File: config.mk
export PLATFORM = sky130hd
export DESIGN_NAME = td4_out_uart
export DESIGN_NICKNAME = d
export VERILOG_FILES = /design/src/rtl/td4_out_uart.sv
export SDC_FILE = /design/constraint.sdc
export NUM_CORES = 1
export LEC_CHECK = 0
export ABC_AREA = 0
export BUFFER_PORTS_ARGS = -buffer_cell sky130_fd_sc_hd__buf_4
export CAP_MARGIN = 20
export CELL_PAD_IN_SITES_DETAIL_PLACEMENT = 1
export CELL_PAD_IN_SITES_GLOBAL_PLACEMENT = 1
export CORE_ASPECT_RATIO = 0.5
export CORE_UTILIZATION = 53
export DETAILED_ROUTE_END_ITERATION = 8
export GPL_ROUTABILITY_DRIVEN = 0
export PLACE_DENSITY_LB_ADDON = 0.05
export SKIP_CTS_REPAIR_TIMING = 1
export SLEW_MARGIN = 20
export SYNTH_ARGS = -nofsm -noshare
export SYNTH_HDL_FRONTEND = slang
export SYNTH_SLANG_ARGS = --single-unit
File: constraint.sdc
create_clock -name CLK -period 4.4 [get_ports CLK]
set_input_delay 0.22 -clock CLK [delete_from_list [all_inputs] [get_ports CLK]]
set_output_delay 0.22 -clock CLK [all_outputs]
set_load 0.01 [all_outputs]
File: src/rtl/td4_out_uart.sv
// Logs the td4 OUT port: each value change is queued in a small FIFO and
// sent as one uppercase ASCII hex character on an 8N1 UART line.
module td4_out_uart #(
  parameter int CLKS_PER_BIT = 16,
  parameter int FIFO_AW      = 2
) (
  input  logic       CLK,
  input  logic       RESET,
  input  logic [3:0] OUT_IN,
  output logic       TX,
  output logic       BUSY,
  output logic       OVERFLOW
);

  localparam int DEPTH = 1 << FIFO_AW;
  localparam int BW    = (CLKS_PER_BIT > 2) ? $clog2(CLKS_PER_BIT) : 1;
  localparam logic [BW-1:0]      BAUD_LAST = BW'(CLKS_PER_BIT - 1);
  localparam logic [FIFO_AW:0]   DEPTH_C   = (FIFO_AW + 1)'(DEPTH);

  typedef enum logic [1:0] {
    S_IDLE  = 2'd0,
    S_START = 2'd1,
    S_DATA  = 2'd2,
    S_STOP  = 2'd3
  } state_t;

  function automatic logic [7:0] hex_ascii(input logic [3:0] n);
    if (n < 4'd10) begin
      return 8'h30 + {4'h0, n};
    end else begin
      return 8'h37 + {4'h0, n};
    end
  endfunction

  state_t             state_q, state_d;
  logic [BW-1:0]      baud_q, baud_d;
  logic [2:0]         bit_q, bit_d;
  logic [7:0]         shift_q, shift_d;
  logic [3:0]         mem_q [DEPTH];
  logic [FIFO_AW-1:0] wr_ptr_q, wr_ptr_d, rd_ptr_q, rd_ptr_d;
  logic [FIFO_AW:0]   count_q, count_d;
  logic [3:0]         last_q;
  logic               tx_q, tx_d, busy_q, busy_d, ovf_q, ovf_d;

  logic push_req_s, push_ok_s, pop_s, baud_done_s, fifo_ne_s;

  assign baud_done_s = (baud_q == BAUD_LAST);
  assign fifo_ne_s   = (count_q != '0);
  assign push_req_s  = (OUT_IN != last_q);
  assign pop_s       = fifo_ne_s &&
                       ((state_q == S_IDLE) || ((state_q == S_STOP) && baud_done_s));
  // A push into a full FIFO still fits when the reader frees a slot on the same edge.
  assign push_ok_s   = push_req_s && ((count_q < DEPTH_C) || pop_s);

  // FIFO pointer, occupancy and overflow bookkeeping
  always_comb begin
    wr_ptr_d = wr_ptr_q;
    rd_ptr_d = rd_ptr_q;
    count_d  = count_q;
    ovf_d    = ovf_q;
    if (push_ok_s) begin
      wr_ptr_d = wr_ptr_q + 1'b1;
    end else begin
      wr_ptr_d = wr_ptr_q;
    end
    if (pop_s) begin
      rd_ptr_d = rd_ptr_q + 1'b1;
    end else begin
      rd_ptr_d = rd_ptr_q;
    end
    case ({push_ok_s, pop_s})
      2'b10:   count_d = count_q + 1'b1;
      2'b01:   count_d = count_q - 1'b1;
      default: count_d = count_q;
    endcase
    if (push_req_s && !push_ok_s) begin
      ovf_d = 1'b1;
    end else begin
      ovf_d = ovf_q;
    end
  end

  // Next-state logic for the frame sequencer and its baud/bit counters
  always_comb begin
    state_d = state_q;
    baud_d  = baud_q + 1'b1;
    bit_d   = bit_q;
    shift_d = shift_q;
    case (state_q)
      S_IDLE: begin
        baud_d = '0;
        if (pop_s) begin
          state_d = S_START;
          bit_d   = 3'd0;
          shift_d = hex_ascii(mem_q[rd_ptr_q]);
        end else begin
          state_d = S_IDLE;
        end
      end
      S_START: begin
        if (baud_done_s) begin
          state_d = S_DATA;
          baud_d  = '0;
          bit_d   = 3'd0;
        end else begin
          state_d = S_START;
        end
      end
      S_DATA: begin
        if (baud_done_s) begin
          baud_d = '0;
          if (bit_q == 3'd7) begin
            state_d = S_STOP;
          end else begin
            state_d = S_DATA;
            bit_d   = bit_q + 3'd1;
            shift_d = {1'b0, shift_q[7:1]};
          end
        end else begin
          state_d = S_DATA;
        end
      end
      S_STOP: begin
        if (baud_done_s) begin
          baud_d = '0;
          if (pop_s) begin
            state_d = S_START;
            bit_d   = 3'd0;
            shift_d = hex_ascii(mem_q[rd_ptr_q]);
          end else begin
            state_d = S_IDLE;
          end
        end else begin
          state_d = S_STOP;
        end
      end
      default: begin
        state_d = S_IDLE;
        baud_d  = '0;
      end
    endcase
  end

  // Output decode from next state so TX and BUSY come straight from flops
  always_comb begin
    tx_d   = 1'b1;
    busy_d = (state_d != S_IDLE) || (count_d != '0);
    case (state_d)
      S_START: tx_d = 1'b0;
      S_DATA:  tx_d = shift_d[0];
      default: tx_d = 1'b1;
    endcase
  end

  // State, counters, pointers and registered outputs
  always_ff @(posedge CLK) begin
    if (RESET) begin
      state_q  <= S_IDLE;
      baud_q   <= '0;
      bit_q    <= 3'd0;
      shift_q  <= 8'h00;
      wr_ptr_q <= '0;
      rd_ptr_q <= '0;
      count_q  <= '0;
      last_q   <= 4'h0;
      tx_q     <= 1'b1;
      busy_q   <= 1'b0;
      ovf_q    <= 1'b0;
    end else begin
      state_q  <= state_d;
      baud_q   <= baud_d;
      bit_q    <= bit_d;
      shift_q  <= shift_d;
      wr_ptr_q <= wr_ptr_d;
      rd_ptr_q <= rd_ptr_d;
      count_q  <= count_d;
      last_q   <= OUT_IN;
      tx_q     <= tx_d;
      busy_q   <= busy_d;
      ovf_q    <= ovf_d;
    end
  end

  // FIFO storage; stale entries are harmless since count gates every read
  always_ff @(posedge CLK) begin
    if (!RESET && push_ok_s) begin
      mem_q[wr_ptr_q] <= OUT_IN;
    end else begin
      mem_q[wr_ptr_q] <= mem_q[wr_ptr_q];
    end
  end

  assign TX       = tx_q;
  assign BUSY     = busy_q;
  assign OVERFLOW = ovf_q;

endmodule
==> flow_metrics.py, run 1 <==
metrics = {
    "setup_path": {
        "cpPeakStageDelay_ns": 0.42,
        "required_ns": 4.64,
        "crit_fanout": 9,
        "critical_path.endpoint_type": "flop",
        "cp_cell_sequence": "inv_1 > ha_1 > a41oi_1 > or2_0 > inv_1 > ha_1 > fa_1 > xor2_1 > xnor2_1 > a32o_1 > a31oi_1",
        "r2r-start": "state_q[0]$_SDFF_PP0_",
        "crit_path_start": "state_q[0]$_SDFF_PP0_",
        "start_kind": "flop",
        "crit_family": "adder cells",
        "cp.arrival_ns": 3.41,
        "path_buf_inv": 2,
        "critical_path_class": "flop to flop",
        "critPathSlowestCell": "or2_0",
    },
    "global_route": {
        "grt_max_degree": 31,
        "grt_pass1_wl_mm": 7.09,
        "grt_util_all_layers": 0.219,
        "grt_overflow_total": 0,
        "grt_pass1_vias": 1489,
        "antenna_found_initial": 0,
    },
    "yosys": {
        "ys_async_sr_fraction": 0,
        "syn_inst": 200,
        "syn_area_per_cell_um2": 11.3,
        "syn-num-nets": 222,
        "synth_cell_types": 44,
        "yosysSeqAreaShare": 0.505,
        "ys.flop_type": "dfxtp_1",
        "ys_warn_count": 0,
        "synth-seq-cells": 49,
        "synth-edff-count": 16,
        "syn_area_um2": 2260,
    },
    "power_and_ir_drop": {
        "worst_ir_drop_vdd_mv": 0.238,
        "power.density_nw_per_um2": 577,
        "p_leak_nw": 0.937,
    },
    "sta": {
        "max_freq_mhz": 316,
        "finalMaxSlewViolations": 0,
        "fin_crit_sh": 0.720,
        "slew_headroom": 0.648,
        "rsz0062_at_grt": "no",
        "setup_ws_ns": 1.23,
        "worstMarginPinSlew_ns": 0.526,
        "skew_ns": 0.00597,
        "hold_violations": 0,
        "tns_ns": 0,
        "min_period_ns": 3.17,
        "finalSetupViolations": 0,
    },
    "placement": {
        "numPortBuffers": 8,
        "post-place-ws_ns": 1.25,
        "hpwlAfterDp_mm": 3.41,
    },
    "detailed_routing": {
        "wl_mm": 4.55,
        "vias_per_cell": 5.74,
        "ant_nets": 0,
        "vias": 1520,
        "dr.pass1.iters": 4,
        "drt_iter0_drc": 58,
        "drcViolationCount": 0,
        "wl_per_cell_um": 17.2,
    },
    "finish": {
        "fin_nets": 232,
        "area_growth_pct": 9.19,
        "antennaDiodeCount": 0,
        "utilization": 0.619,
        "layout-drive-gt1-share": 0.114,
        "fillCellCount": 417,
    },
    "job": {
        "max_cap_viol_count": 0,
    },
    "clocking": {
        "cts-root-buf": "clkbuf_8",
        "path_clk_slew_ns": 0.10,
        "insertion_delay_ns": 0.31,
        "cts-buffers-inserted": 5,
        "cts_tree": "built",
        "h-tree-depth": 2,
        "cts_sinks": 49,
        "clockBufferDepth": 2,
    },
    "floorplanning": {
        "die_h_um": 48.2,
        "boundaryPins": 9,
        "start_util": 0.567,
        "rows": 16,
        "core-area_um2": 3980,
        "die_area_um2": 4540,
        "die_w_um": 94.3,
    },
    "outcome": {
        "status": "completed",
    },
    "hold_path": {
        "hp-start": "OUT_IN[0]",
        "hp-class": "input pin to flop",
    },
}
registers in the layout, summed over array words and instances, names as in the netlist, named ones only:
register	flops
shift_q	8
bit_q	3
mem_q	16
wr_ptr_q	2
state_q	2
TX	1
baud_q	4
OVERFLOW	1
last_q	4
count_q	3
BUSY	1
rd_ptr_q	2
final timing paths:
path	depth (start not counted)	to	slack, ns
worst max-delay path	11	BUSY$_SDFF_PP0_	1.23
worst min-delay path	1	mem_q[2][0]$_DFFE_PP_	0.14
worst max register to register	11	BUSY$_SDFF_PP0_	1.23
worst min register to register	1	baud_q[0]$_SDFF_PP0_	0.47
synthesized netlist by cell type, types with 2 or more instances:
master	number	area (µm²)
dfxtp_1	33	661
o21ai_0	3	15.0
a22oi_1	3	22.5
a211oi_1	3	22.5
o21ai_2	2	17.5
a31oi_1	3	18.8
a32o_1	2	20.0
clkbuf_1	3	11.3
inv_1	8	30.0
a22o_1	7	61.3
nor2b_1	5	31.3
mux4_2	3	67.6
nand4_1	2	12.5
a21o_1	2	15.0
nand2b_1	3	18.8
and2_1	5	31.3
xor2_1	5	43.8
nor2_1	21	78.8
a21oi_1	6	30.0
nor4_1	2	12.5
xnor2_1	9	78.8
mux2_2	2	22.5
edfxtp_1	16	480
or3_1	2	12.5
ha_1	15	188
mux2i_1	3	30.0
nor3_1	6	30.0
nand2_1	8	30.0
nand3_1	3	15.0
cells in the final DEF, fill, tap and decap left out, drive strengths merged, types with 4 or more instances in the layout:
master and n:
dfxtp 33, nor2 21, edfxtp 16, ha 15, xnor2 9, inv 9
nand2 8, buf 8, a22o 7, nor3 6, a21oi 6, clkbuf 6
nor2b 6, and2 5, xor2 5, o21ai 5, mux4 4
routing by layer:
metal  part of all wire  vias to the layer above  global-route usage
met5                  0                        -                   0
met4              0.011                        0              0.0769
met3              0.024                        7              0.0576
met2               0.48                       12               0.388
met1               0.49                      756               0.273
li1                   -                      745                   -
cell families (layout without fill, tap and decap cells):
| kind of cell | Yosys count | after routing | share of synthesized area |
|---|---|---|---|
| compound gates | 35 | 35 | 0.115 |
| fa+ha+maj | 16 | 16 | 0.0919 |
| buf+inv | 13 | 24 | 0.0221 |
| flops | 49 | 49 | 0.505 |
| mux | 9 | 9 | 0.0648 |
| simple gates | 64 | 64 | 0.147 |
| xor+xnor | 14 | 14 | 0.0543 |
power by group:
| group | leakage (nW) | switching [mW] | internal [mW] | total, mW |
|---|---|---|---|---|
| registers | 0.417 | 0.0582 | 0.546 | 0.605 |
| clock network | 0.0518 | 0.162 | 0.131 | 0.292 |
| logic | 0.469 | 0.292 | 0.235 | 0.527 |
through the flow:
stage	instance area [µm²]	cells	power, mW	hold WS, ns
final	2470	265	1.42	0.137
after CTS	2470	265	1.43	0.125
after global routing	2470	265	1.52	0.117
after global placement	2370	257	1.12	0.440
after detailed placement	2370	257	1.14	0.447
after floorplan	2260	200	1.01	0.319
final cells by class:
cell class / instances / area, µm² / share of cell area
inverter: 8 / 30.0 / 0.0122
timing repair buffer: 8 / 60.1 / 0.0243
multi-input combinational: 138 / 1070 / 0.433
clock inverter: 2 / 17.5 / 0.00710
tap: 54 / 67.6 / 0.0274
sequential: 49 / 1140 / 0.462
clock buffer: 6 / 82.6 / 0.0335
Note: power is estimated with default switching activity, not from simulation.
==> run 2, diff against run 1 <==
--- a/config.mk
+++ b/config.mk
@@ -11,7 +11,7 @@
 export CELL_PAD_IN_SITES_DETAIL_PLACEMENT = 1
 export CELL_PAD_IN_SITES_GLOBAL_PLACEMENT = 1
 export CORE_ASPECT_RATIO = 0.5
-export CORE_UTILIZATION = 53
+export CORE_UTILIZATION = 49
 export DETAILED_ROUTE_END_ITERATION = 8
 export GPL_ROUTABILITY_DRIVEN = 0
 export PLACE_DENSITY_LB_ADDON = 0.05
==> constraint.sdc (replaced) <==
create_clock -name CLK -period 3.1 [get_ports CLK]
set_input_delay 0.155 -clock CLK [delete_from_list [all_inputs] [get_ports CLK]]
set_output_delay 0.155 -clock CLK [all_outputs]
set_load 0.01 [all_outputs]
==> flow_metrics.py, run 2 (synthesis results as in run 1) <==
metrics = {
    "floorplanning": {
        "die_area_um2": 4900,
        "boundaryPins": 9,
        "start_util": 0.513,
        "die_w_um": 98.0,
        "rows": 17,
        "core-area_um2": 4400,
        "die_h_um": 50.0,
    },
    "sta": {
        "skew_ns": 0.0109,
        "hold_violations": 0,
        "worstMarginPinSlew_ns": 0.514,
        "fin_crit_sh": 0.877,
        "min_period_ns": 2.72,
        "whs_ns": 0.0612,
        "slew_headroom": 0.656,
        "tns_ns": 0,
        "max_freq_mhz": 368,
        "finalMaxSlewViolations": 0,
        "finalSetupViolations": 0,
        "rsz0062_at_grt": "no",
    },
    "clocking": {
        "path_clk_slew_ns": 0.09,
        "h-tree-depth": 2,
        "cts_sinks": 49,
        "cts-buffers-inserted": 5,
        "clockBufferDepth": 2,
        "insertion_delay_ns": 0.30,
        "cts_tree": "built",
        "cts-root-buf": "clkbuf_8",
    },
    "setup_path": {
        "cp.arrival_ns": 2.95,
        "required_ns": 3.33,
        "crit_fanout": 6,
        "start_kind": "flop",
        "critical_path.endpoint_type": "flop",
        "critical_path_class": "flop to flop",
    },
    "outcome": {
        "status": "completed",
    },
    "detailed_routing": {
        "drt_iter0_drc": 53,
        "vias": 1507,
        "wl_per_cell_um": 16.5,
        "ant_nets": 0,
        "drcViolationCount": 0,
        "dr.pass1.iters": 4,
        "wl_mm": 4.44,
        "vias_per_cell": 5.58,
    },
    "finish": {
        "fillCellCount": 469,
        "mostFrequentLayoutCells": "dfxtp_1 (33), nor2_1 (21), edfxtp_1 (16), ha_1 (15), buf_4 (10)",
        "final_common_cell": "dfxtp_1",
        "fin_cells": 270,
        "reg_top3": "mem_q x16, shift_q x8",
        "fin_area_um2": 2470,
        "regMostFlops": "mem_q",
        "antennaDiodeCount": 0,
        "fin_nets": 234,
        "largest_register_ffs": 16,
        "area_growth_pct": 9.52,
        "layout-drive-gt1-share": 0.117,
    },
    "placement": {
        "hpwlAfterDp_mm": 3.34,
        "dp_cells": 262,
        "place_area_um2": 2390,
        "numPortBuffers": 8,
    },
    "global_route": {
        "grt_pass1_vias": 1536,
        "antenna_found_initial": 0,
        "grt_overflow_total": 0,
        "grt_pass1_wl_mm": 7.33,
        "grt_max_degree": 31,
        "grt_util_all_layers": 0.200,
    },
    "power_and_ir_drop": {
        "power.density_nw_per_um2": 813,
        "worst_ir_drop_vdd_mv": 0.291,
        "p_leak_nw": 0.938,
    },
    "job": {
        "max_cap_viol_count": 0,
    },
    "hold_path": {
        "hp-class": "input pin to flop",
    },
}
==> run 2: cell types whose count changed in the layout (fill, tap and decap cells not counted) <==
cell,delta
clkbuf_8,-1
clkinvlp_4,+1
buf_4,+2
clkinv_1,+1
clkinv_4,-1
==> run 2: critical path, cell delays in order (launching register included) <==
cell	delay, ns
dfxtp_1	0.40
inv_1	0.10
ha_1	0.20
a41oi_1	0.27
or2_0	0.19
inv_1	0.14
ha_1	0.25
fa_1	0.39
xor2_1	0.22
xnor2_1	0.10
a32o_1	0.25
a31oi_1	0.14
==> run 2: final timing paths <==
check | from | to | cells past startpoint | slack [ns]
worst max-delay path | state_q[0]$_SDFF_PP0_ | BUSY$_SDFF_PP0_ | 11 | 0.38
worst min-delay path | OUT_IN[3] | mem_q[0][3]$_DFFE_PP_ | 1 | 0.06
worst max register to register | state_q[0]$_SDFF_PP0_ | BUSY$_SDFF_PP0_ | 11 | 0.38
worst min register to register | shift_q[7]$_SDFFE_PP0P_ | shift_q[7]$_SDFFE_PP0P_ | 1 | 0.48
==> run 2: power by group <==
group          internal, mW  switching, mW  leakage, nW  total, mW
combinational         0.351          0.424        0.479      0.775
clock                 0.159          0.219       0.0422      0.378
sequential            0.776         0.0834        0.417      0.859
==> run 2: layer usage <==
metal  track usage  up-vias  wire, µm
met4        0.0631        0        48
li1              -      750         -
met1         0.253      738      2230
met5             0        -         0
met2         0.338       12      2060
met3        0.0525        7       106
==> run 2: final cells by class <==
cell class | count | area [µm²] | share of cell area
sequential | 49 | 1140 | 0.461
multi-input combinational | 138 | 1070 | 0.432
tap | 57 | 71.3 | 0.0288
inverter | 8 | 30.0 | 0.0121
clock inverter | 3 | 20.0 | 0.00809
clock buffer | 5 | 68.8 | 0.0278
timing repair buffer | 10 | 75.1 | 0.0303
==> run 2: metrics by stage <==
stage / util / setup slack (ns) / power (mW)
global placement: 0.542 / 0.541 / 1.62
detailed placement: 0.542 / 0.407 / 1.65
global route: 0.562 / 0.148 / 2.14
finish: 0.562 / 0.381 / 2.01
floorplan: - / 0.472 / 1.44
CTS: 0.562 / 0.386 / 2.03
